===== config.mk =====
export PLATFORM = sky130hd
export DESIGN_NAME = alu_cmd_sequencer
export DESIGN_NICKNAME = d
export VERILOG_FILES = /design/src/rtl/alu_cmd_sequencer.sv
export SDC_FILE = /design/constraint.sdc
export NUM_CORES = 1
export LEC_CHECK = 0
export CAP_MARGIN = 20
export CORE_ASPECT_RATIO = 2
export CORE_MARGIN = 2
export CORE_UTILIZATION = 45
export DETAILED_ROUTE_END_ITERATION = 8
export GPL_ROUTABILITY_DRIVEN = 0
export GPL_TIMING_DRIVEN = 1
export PLACE_DENSITY_LB_ADDON = 0.3
export SLEW_MARGIN = 40
export SYNTH_ARGS = -nofsm -noshare
export SYNTH_HDL_FRONTEND = slang
export SYNTH_SLANG_ARGS = --single-unit
export TNS_END_PERCENT = 1

===== constraint.sdc =====
create_clock -name clk -period 2 [get_ports clk]
set_input_delay 0.4 -clock clk [delete_from_list [all_inputs] [get_ports clk]]
set_output_delay 0.4 -clock clk [all_outputs]
set_load 0.1 [all_outputs]

===== src/rtl/alu_cmd_sequencer.sv =====
// alu_cmd_sequencer
// Command front-end and result writeback for the 8-bit combinational ALU.
// Accepts one command per cmd valid/ready handshake, reads operands from a
// small register file, drives the ALU inputs from registers, captures the ALU
// result, presents it on a res valid/ready port and writes it back to the
// destination register on the result handshake.
//
// Ports
//   clk, reset                  clock, asynchronous active-high reset
//   cmd_valid / cmd_ready       command handshake
//   cmd_load                    1 = load immediate, 0 = ALU operation
//   cmd_opcode                  ALU opcode (ignored for loads)
//   cmd_src1/cmd_src2/cmd_dst   register indices
//   cmd_imm                     immediate value for loads
//   alu_opperand_1/2, alu_opcode  registered drive into the ALU
//   alu_result                  combinational ALU output
//   res_valid / res_ready       result handshake
//   res_data, res_dst           captured result and its destination index
//   dbg_addr / dbg_data         combinational register-file debug read
module alu_cmd_sequencer #(
  parameter int unsigned DATA_W   = 8,
  parameter int unsigned NUM_REGS = 4,
  parameter int unsigned REG_AW   = 2
) (
  input  logic              clk,
  input  logic              reset,
  input  logic              cmd_valid,
  output logic              cmd_ready,
  input  logic              cmd_load,
  input  logic [2:0]        cmd_opcode,
  input  logic [REG_AW-1:0] cmd_src1,
  input  logic [REG_AW-1:0] cmd_src2,
  input  logic [REG_AW-1:0] cmd_dst,
  input  logic [DATA_W-1:0] cmd_imm,
  output logic [DATA_W-1:0] alu_opperand_1,
  output logic [DATA_W-1:0] alu_opperand_2,
  output logic [2:0]        alu_opcode,
  input  logic [DATA_W-1:0] alu_result,
  output logic              res_valid,
  input  logic              res_ready,
  output logic [DATA_W-1:0] res_data,
  output logic [REG_AW-1:0] res_dst,
  input  logic [REG_AW-1:0] dbg_addr,
  output logic [DATA_W-1:0] dbg_data
);

  localparam logic [2:0] OP_ADD = 3'b001;

  typedef enum logic [1:0] {
    IDLE = 2'd0,
    EXEC = 2'd1,
    WB   = 2'd2
  } state_t;

  state_t            state;
  logic [DATA_W-1:0] regfile [NUM_REGS];

  // Handshake flags decoded from state; reset masks acceptance immediately.
  assign cmd_ready = (state == IDLE) && !reset;
  assign res_valid = (state == WB);

  assign dbg_data = regfile[dbg_addr];

  // Sequencer FSM, operand/opcode drive, result capture and writeback.
  always_ff @(posedge clk or posedge reset) begin
    if (reset) begin
      state          <= IDLE;
      alu_opperand_1 <= '0;
      alu_opperand_2 <= '0;
      alu_opcode     <= 3'b000;
      res_data       <= '0;
      res_dst        <= '0;
      for (int i = 0; i < int'(NUM_REGS); i++) begin
        regfile[i] <= '0;
      end
    end else begin
      unique case (state)
        IDLE: begin
          if (cmd_valid && cmd_ready) begin
            // Loads ride through the ALU as imm + 0 so one capture path serves both.
            if (cmd_load) begin
              alu_opperand_1 <= cmd_imm;
              alu_opperand_2 <= '0;
              alu_opcode     <= OP_ADD;
            end else begin
              alu_opperand_1 <= regfile[cmd_src1];
              alu_opperand_2 <= regfile[cmd_src2];
              alu_opcode     <= cmd_opcode;
            end
            res_dst <= cmd_dst;
            state   <= EXEC;
          end
        end
        EXEC: begin
          res_data <= alu_result;
          state    <= WB;
        end
        WB: begin
          if (res_ready) begin
            regfile[res_dst] <= res_data;
            state            <= IDLE;
          end
        end
        default: state <= IDLE;
      endcase
    end
  end

endmodule

; Word level (Yosys, flattened, before mapping)
; Index checks and enable logic that the tools add are counted.
[word_totals]
register_bits = 63
in_bits = 32
output_inout_bits = 39
word_cells = 49
[classes]
n_lt_le_gt_ge = 5
eq_ne = 4
mux = 18
bitwise_logic = 4
reduce_logical = 8
[op_table]
columns = operator, n
row1 = two-way mux 8 bit, 9
row2 = binary-select mux 8 bit (select 2 bit), 3
row3 = bitwise mux 32 bit, 1
row4 = demux 8 bit (select 2 bit), 1
row5 = greater-or-equal comparator 3 bit (second input constant), 4
row6 = NOT 2 -> 3 bit, 4
row7 = case mux 2 bit (3 select lines), 1
row8 = AND reduction 2 bit, 3
row9 = two-way mux 2 bit, 2
row10 = != test 2 x 1 -> 1 bit (second input constant), 2
row11 = logical AND 1 bit, 3
row12 = < comparator 3 x 1 -> 1 bit (second input constant), 1
row13 = two-way mux 3 bit, 1
row14 = == test 2 x 1 -> 1 bit (second input constant), 1
row15 = == test 2 bit (second input constant), 1
row16 = logical NOT 2 bit, 1
row17 = logical NOT 1 bit, 1

; Logic depth before layout (Yosys ltp)
; Gate-level depths: netlist (run 1).
[logic_depth]
depth_word = 6
mapped_depth = 6
depth_no_buf = 4

; Worst setup path before layout (run 1)
; OpenSTA, ideal clock, no wires.
[synth_timing]
path_kind = register to output
startpoint = register state[1]
endpoint = output port cmd_ready
arrival_time_ns = 2.507
slack_ns = -0.907
stages_incl_launch_ff = 2
path_buffers = 0
cell_sequence = dfrtp_1 > nor3_1
[synth_via]
elab_chain_cells = 2
[synth_rtl]
columns = element, line
row1 = from (decl), 55  ; state_t state;
row2 = from (signal assigned), 67  ; state <= IDLE;
row3 = from (signal assigned), 91  ; state <= EXEC;
row4 = from (signal assigned), 96  ; state <= WB;
row5 = logical NOT 2 bit, 59  ; assign cmd_ready = (state == IDLE) && !reset;
row6 = logical AND 1 bit, 59
row7 = to (decl), 28  ; output logic cmd_ready,
; No other way between the ends.

; Worst setup path after layout (run 1)
[layout_timing]
startpoint = input port dbg_addr[0]
endpoint = output port dbg_data[3]
[layout_via]
elab_chain_cells = 4
[layout_rtl]
columns = element, line
row1 = from (decl), 43  ; input logic [REG_AW-1:0] dbg_addr,
row2 = NOT 2 -> 3 bit (not written as such), 62  ; assign dbg_data = regfile[dbg_addr];
row3 = binary-select mux 8 bit (select 2 bit), 62
row4 = two-way mux 8 bit (not written as such) (2 in a row), 62
row5 = to (decl), 44  ; output logic [DATA_W-1:0] dbg_data
; No other way between the ends. The select of a mux whose other input is x is not followed.

==> results.md, run 1 <==
* Run status: finished clean
* Critical Setup Path Class: input port to primary output
* Routed via count divided by cell count at 5.585
* Number of global-route vias before repair at 2277
* H-tree lvl count at 3
* Worst ir drop on vdd at between 1 and 1.5 mV
* Mean instance size in the synthesized netlist at around 15 um2
* TritonCTS clock tree: yes
* DPL Wire Length at about 5.5 mm
* Routed WL at 7.651 mm
* Width of the die at ~63 um
* I/O pin total at slightly above 70
* Post-Syn Area at 3083 um2
* Number of CTS-inserted buffers at 9
* Number of library cell types mapped by synthesis at 28
* Total of flip-flops plus latches after synthesis at 63
* Overall power at ~8.0 mW
* Biggest fanout along the worst timing path at 8
* DP Cell Count at approximately 370
* Most instantiated flip-flop cell in the synthesis netlist: dfrtp_1
* Final routed wire length divided by cell count at 20.08 um
* Top post-synthesis cells by area: dfrtp_1 (51%), mux4_2 (18%), mux2_2 (12%), mux2_4 (3.9%), mux2i_1 (2.6%)
* FMAX at roughly 510 MHz
* Synthesized netlist net count at between 200 and 250
* Psw at 3.640 mW
* DRC viols at 0
* Initial Utilization at 0.4656
* Relative contribution of combinational cells to total power at 0.521
* Count of buffers inserted at the top-level ports at 70
* R2R depth at 3
* Count of final max-slew check failures at 0
* DRT Pass-1 Iters at 5
* Number of maximum-capacitance constraint violations at 0
* Tcrit/Tclk final at 0.9716
* Height of the die at approximately 120 um
* Overall fraction of global-route tracks in use at 0.2265
* Area added between synthesis and finish at 46.35%
* Largest area contributor in the netlist: dfrtp_1
* Hold violation count in the final report at 0
* Clock skew after layout at between 0.006 and 0.007 ns
* First-pass GRT wire length at 12.61 mm
* Pint at about 4.4 mW
* Power density over cell area at 1776 nW/um2
* Share of power burned in the clock network at 0.193
* Number of nets in the final layout at roughly 320
* Share of the synthesized area in the top cell type at 0.5114
* Proportion of total power due to net switching at 0.4543
* Number of clock sinks at between 60 and 70
* Reg power frac at 0.286
* Buffer count from post-CTS setup fixing at 0
* Total overflow reported by the global router at 0
* Clock tree buffer depth at 2
* Clock Pin Slew Worst Setup and Hold Paths at 0.05 ns
* Classification of the worst-slack hold path: flip-flop to flip-flop
* Actual transition at the worst max-transition pin at 0.4604 ns
* Cells on Worst Hold Path at 2
* Core Box Area at roughly 6600 um2
* Async set-reset flop share out of synthesis at 1.000
* Post-CTS Resized at 2
* Number of enable flip-flop cells after synthesis at 0
* Initial antenna violation count at 0
* Largest net degree at the start of global routing at 23
* Number of instances in the synthesized netlist at around 200
* Data arrival time of the worst path at between 1.5 and 2 ns
* Share of final-layout standard cells stronger than drive strength 1 at 0.5051
* Routed vias at around 2100
* YS warnings at 0
* Antenna cells at 0
* Static Leakage at between 2 and 2.5 nW
* Required arrival time at the worst endpoint at between 1.5 and 2 ns
* Hold bufs inserted after CTS at 0
* Count of routing violations after the opening detailed-route iteration at 80
* Final-layout setup total negative slack at 0 ns
* Setup repair after global routing missed its margin: no
* Final Util at 0.6814
* Crit path time final at 1.943 ns
* Fill cell count at around 480
* Critical Path End Type: primary output
* Portion of the post-synthesis area used by sequential elements at 0.5114
* Kind of launch point of the worst setup path: input port
* Worst skew pair latency at 0.33 ns
* Number of non-filler instances in the completed layout at 381
* Number of placement rows at 42
* Full die area at approximately 7600 um2
* Final setup violation count at 0
* Library cell used as clock root buffer: clkbuf_16
* Headroom to the max-slew limit at 0.6926
* Post-route ant nets at 0
==> worst paths after layout <==
kind | slack (ns) | from | to
worst max-delay path | 0.06 | dbg_addr[0] | dbg_data[3]
worst min-delay path | 0.47 | alu_opcode[2]$_DFFE_PP0P_ | alu_opcode[2]$_DFFE_PP0P_
worst max register to register | 0.31 | state[0]$_DFFE_PP0P_ | regfile[24]$_DFFE_PP0P_
worst min register to register | 0.47 | alu_opcode[2]$_DFFE_PP0P_ | alu_opcode[2]$_DFFE_PP0P_
max in group asynchronous | 0.96 | reset | regfile[22]$_DFFE_PP0P_
min in group asynchronous | 0.54 | reset | alu_opcode[1]$_DFFE_PP0P_
==> cell families (layout without fill, tap and decap cells) <==
kind of cell | Yosys count | in the layout | synth area share
compound gates | 18 | 18 | 0.03977
buf+inv | 16 | 107 | 0.02922
flops | 63 | 63 | 0.5114
mux | 72 | 72 | 0.3571
simple gates | 33 | 33 | 0.06250
==> synthesized netlist by cell type (2+ instances only) <==
master and n:
buf_1 2, nor2_1 8, buf_6 3, mux2_4 8
nand3b_1 3, nand2_1 13, clkbuf_1 4, dfrtp_1 63
mux4_2 24, a21oi_1 8, buf_2 3, mux2_2 32
mux2i_1 8, a22o_1 8, inv_1 2
==> sequential cells by signal (all words and copies together) (netlist names) <==
signal          cells
alu_opperand_1      8
state               2
res_data            8
alu_opcode          3
alu_opperand_2      8
res_dst             2
regfile            32
==> metrics by stage <==
| step | hold slack [ns] | area [um2] | setup slack, ns |
|---|---|---|---|
| 2_1_floorplan | 0.4962 | 3089 | -0.1092 |
| 3_3_place_gp | 0.4523 | 4217 | -0.2054 |
| 3_5_place_dp | 0.4558 | 4217 | -0.2253 |
| 4_1_cts | 0.4673 | 4512 | 0.04135 |
| 5_1_grt | 0.5141 | 4512 | 0.02179 |
| 6_report | 0.4659 | 4512 | 0.05675 |
==> per-layer routing <==
metal  share of wire  vias to the layer above  global-route usage  wire length [um]
li1                -                      937                   -                 -
met1            0.37                     1110              0.2591              2854
met2            0.56                       68              0.4005              4275
met3           0.046                       13             0.05009               349
met4           0.022                        0              0.1028               172
met5               0                        -                   0                 0
==> final cells by class <==
type                            count  area (um2)  share of cell area
Clock buffer                       11       252.7             0.05602
Tap cell                           88       110.1             0.02440
Sequential cell                    63        1578              0.3497
Clock inverter                      4       45.04            0.009983
Inverter                            3       11.26            0.002496
Multi-Input combinational cell    123        1421              0.3150
Timing Repair Buffer               89        1094              0.2424
==> power groups by stage <==
stage	Sequential [mW]	Combinational (mW)	Clock, mW
6_report	2.29	4.18	1.54
5_1_grt	2.37	4.31	1.62
4_1_cts	2.29	4.21	1.58
3_5_place_dp	2.30	4.19	0
3_3_place_gp	2.26	4.14	0
2_1_floorplan	3.47	1.69	0
==> worst max-delay path, stage by stage <==
cell           delay (ns)
dlygate4sd2_1        0.24
buf_12               0.15
mux4_2               0.55
buf_12               0.19
==> layout by cell type (no fill, tap or decap) <==
master and count:
nor3_2 2, mux2_4 8, bufinv_16 1, a21oi_1 8
nor2_1 8, mux4_2 24, nor2_4 1, clkinv_2 3
dfrtp_1 62, buf_4 30, buf_12 28, or4b_1 1
clkbuf_16 9, nand2_1 13, nand2b_4 1, mux2_2 32
nor2_2 1, dlygate4sd2_1 2, clkbuf_8 2, or4b_4 1
and2b_2 1, nor3b_2 1, a22o_1 8, inv_2 2
o21ai_0 1, mux2i_1 8, dfrtp_2 1, o21bai_1 1
nand3b_1 3, clkdlybuf4s50_1 29, inv_1 1
Power figures use the tool's default switching activity.
==> run 2: changes to the inputs <==
- CAP_MARGIN: 20 -> unset
==> results of run 2 <==
Same layout as run 1: the final DEF is identical, and so are final timing and power.
==> run 3: changes to the inputs <==
- CORE_UTILIZATION: 45 -> 50
- clock period: 2 -> 2.1 ns (I/O delays scaled with it)
==> results.md, run 3 (same netlist as run 1, synthesis figures left out) <==
* Run status: finished clean
* Final routed wire length divided by cell count at 19.99 um (-0.46%)
* Library cell used as clock root buffer: clkbuf_16
* Proportion of total power due to net switching at 0.4564 (+0.002177)
* Final setup violation count at 0 (unchanged)
* TritonCTS clock tree: yes
* Number of flip-flops in the largest register at 32 (unchanged)
* Largest register by flop count: regfile
* Power density over cell area at 1727 nW/um2 (-2.7%)
* Count of routing violations after the opening detailed-route iteration at 68 (-15%)
* Number of global-route vias before repair at 2183 (-4.1%)
* Pint at 4.061 mW (-7.1%)
* Cell area after layout at 4325 um2 (-4.1%)
* Total overflow reported by the global router at 0 (unchanged)
* Number of clock sinks at 63 (unchanged)
* Crit path time final at 2.022 ns
* Crit path top cell by count: buf_12
* Commonest non-fill, non-tap cell in the layout: dfrtp_1
* Worst ir drop on vdd at 1.348 mV (+15%)
* DPL Wire Length at 4.909 mm (-10%)
* Tcrit/Tclk final at 0.9626
* Psw at 3.410 mW (-6.3%)
* Relative contribution of combinational cells to total power at 0.509 (-0.012)
* Final Util at 0.7202 (+0.03880)
* Pre-CTS setup slack at -0.1475 ns (+0.07785 ns)
* Share of power burned in the clock network at 0.202 (+0.009)
* Data arrival time of the worst path at 1.60 ns (+0.06 ns)
* Routed via count divided by cell count at 5.853 (+4.8%)
* Commonest cells after routing, fill and taps aside: dfrtp_1 (63), buf_4 (37), mux2_2 (32)
* Classification of the worst-slack hold path: flip-flop to flip-flop
* Largest net degree at the start of global routing at 64 (+180%)
* Static Leakage at 1.970 nW (-3.2%)
* Area added between synthesis and finish at 40.30%
* Number of nets in the final layout at 317 (-1.2%)
* Critical Setup Path Class: input port to primary output
* Antenna cells at 0 (unchanged)
* FMAX at around 490 MHz
* Routed vias at 2066 (-2.9%)
* Clock skew after layout at 0.003220 ns (-0.003348 ns)
* Share of final-layout standard cells stronger than drive strength 1 at 0.4931 (-0.01202)
* Actual transition at the worst max-transition pin at 0.3322 ns (-0.1282 ns)
* Hold bufs inserted after CTS at 0 (unchanged)
* Final setup margin at 0.07849 ns (+0.02174 ns)
* Routed WL at 7.056 mm (-7.8%)
* Clock Pin Slew Worst Setup and Hold Paths at 0.05 ns (about the same)
* H-tree lvl count at 3 (unchanged)
* Height of the die at 115.1 um (-5.0%)
* Setup repair after global routing missed its margin: no
* Critical Path End Type: primary output
* Reg power frac at 0.289 (+0.003)
* First-pass GRT wire length at 11.39 mm (-9.7%)
* Post-placement cell area at 4016 um2 (-4.7%)
* CP Cell Sequence: clkdlybuf4s50_1 -> buf_12 -> mux4_2 -> buf_12
* Number of placement rows at 40 (-4.8%)
* Post-route ant nets at 0 (unchanged)
* DRT Pass-1 Iters at 4 (-1)
* Count of buffers inserted at the top-level ports at 70 (unchanged)
* Worst skew pair latency at 0.33 ns (about the same)
* DRC viols at 0 (unchanged)
* Number of CTS-inserted buffers at 9 (unchanged)
* Overall fraction of global-route tracks in use at 0.2348 (+0.008316)
* Biggest fanout along the worst timing path at 8 (unchanged)
* I/O pin total at 71 (unchanged)
* Number of maximum-capacitance constraint violations at 0 (unchanged)
* Full die area at 6848 um2 (-9.5%)
* Kind of launch point of the worst setup path: input port
* Hold violation count in the final report at 0 (unchanged)
* Count of final max-slew check failures at 0 (unchanged)
* Delay of the slowest critical-path stage at 0.51 ns (-0.04 ns)
* Core Box Area at 6006 um2 (-9.3%)
* Cell at the slowest stage of the critical path: clkdlybuf4s50_1
* Initial Utilization at 0.5133 (+0.04772)
* Overall power at 7.472 mW (-6.8%)
* Headroom to the max-slew limit at 0.7785 (+0.08593)
* Clock tree buffer depth at 2 (unchanged)
* Required arrival time at the worst endpoint at 1.68 ns (+0.08 ns)
* Initial antenna violation count at 0 (unchanged)
* Width of the die at 59.53 um (-4.8%)
==> run 3: cell types whose count changed in the layout (fill, tap and decap cells not counted), sizes merged <==
cell and delta:
buf -4, clkdlybuf4s50 +1, dlygate4sd2 -1, clkbuf +2, clkinv -1
==> run 3: layout make-up <==
| class | instances | area, um2 |
|---|---|---|
| Fill cell | 402 | 1680 |
| Sequential cell | 63 | 1577 |
| Multi-Input combinational cell | 123 | 1421 |
| Timing Repair Buffer | 85 | 927.1 |
| Clock buffer | 13 | 270.3 |
| Tap cell | 63 | 78.83 |
| Clock inverter | 3 | 40.04 |
| Inverter | 3 | 11.26 |
==> run 3: timing repair <==
item | in CTS | in global routing
setup buffers | 0 | 0
resized for setup | 1 | 0
setup endpoints to repair | 8 | 0
==> run 3: stage by stage <==
step	instances	TNS (ns)	hold slack [ns]
4_1_cts	353	0	0.4777
2_1_floorplan	202	-0.4335	0.5095
5_1_grt	353	0	0.5078
6_report	353	0	0.4703
3_5_place_dp	337	-1.109	0.4672
3_3_place_gp	337	-1.062	0.4508
==> run 3: critical path, delay by kind of cell <==
family                 cells  cell delay [ns]
muxes                      1             0.34
buffers and inverters      3             0.84
==> run 3: power groups by stage <==
stage          Clock, mW  Sequential, mW  Combinational [mW]
5_1_grt             1.59            2.23                3.94
6_report            1.51            2.16                3.81
2_1_floorplan          0            3.30                1.61
3_5_place_dp           0            2.16                3.82
4_1_cts             1.53            2.15                3.83
3_3_place_gp           0            2.13                3.78
==> run 3: per-layer routing <==
metal	part of all wire	global-route usage	up-vias	wire (um)
met5	0	0	-	0
met4	0.029	0.1156	0	206
met3	0.042	0.05849	21	296
met2	0.55	0.3912	71	3883
met1	0.38	0.2766	1041	2670
li1	-	-	933	-
==> run 3: path summary, 6_finish.rpt <==
| path | from | endpoint | slack (ns) | cells past startpoint |
|---|---|---|---|---|
| setup / recovery | dbg_addr[1] | dbg_data[0] | 0.08 | 4 |
| hold / removal | alu_opcode[2]$_DFFE_PP0P_ | alu_opcode[2]$_DFFE_PP0P_ | 0.47 | 2 |
| setup reg to reg | state[1]$_DFFE_PP0P_ | alu_opperand_2[4]$_DFFE_PP0P_ | 0.41 | 3 |
| hold reg to reg | alu_opcode[2]$_DFFE_PP0P_ | alu_opcode[2]$_DFFE_PP0P_ | 0.47 | 2 |
| max in group asynchronous | reset | alu_opperand_1[1]$_DFFE_PP0P_ | 1.21 | 4 |
| min in group asynchronous | reset | state[1]$_DFFE_PP0P_ | 0.61 | 4 |
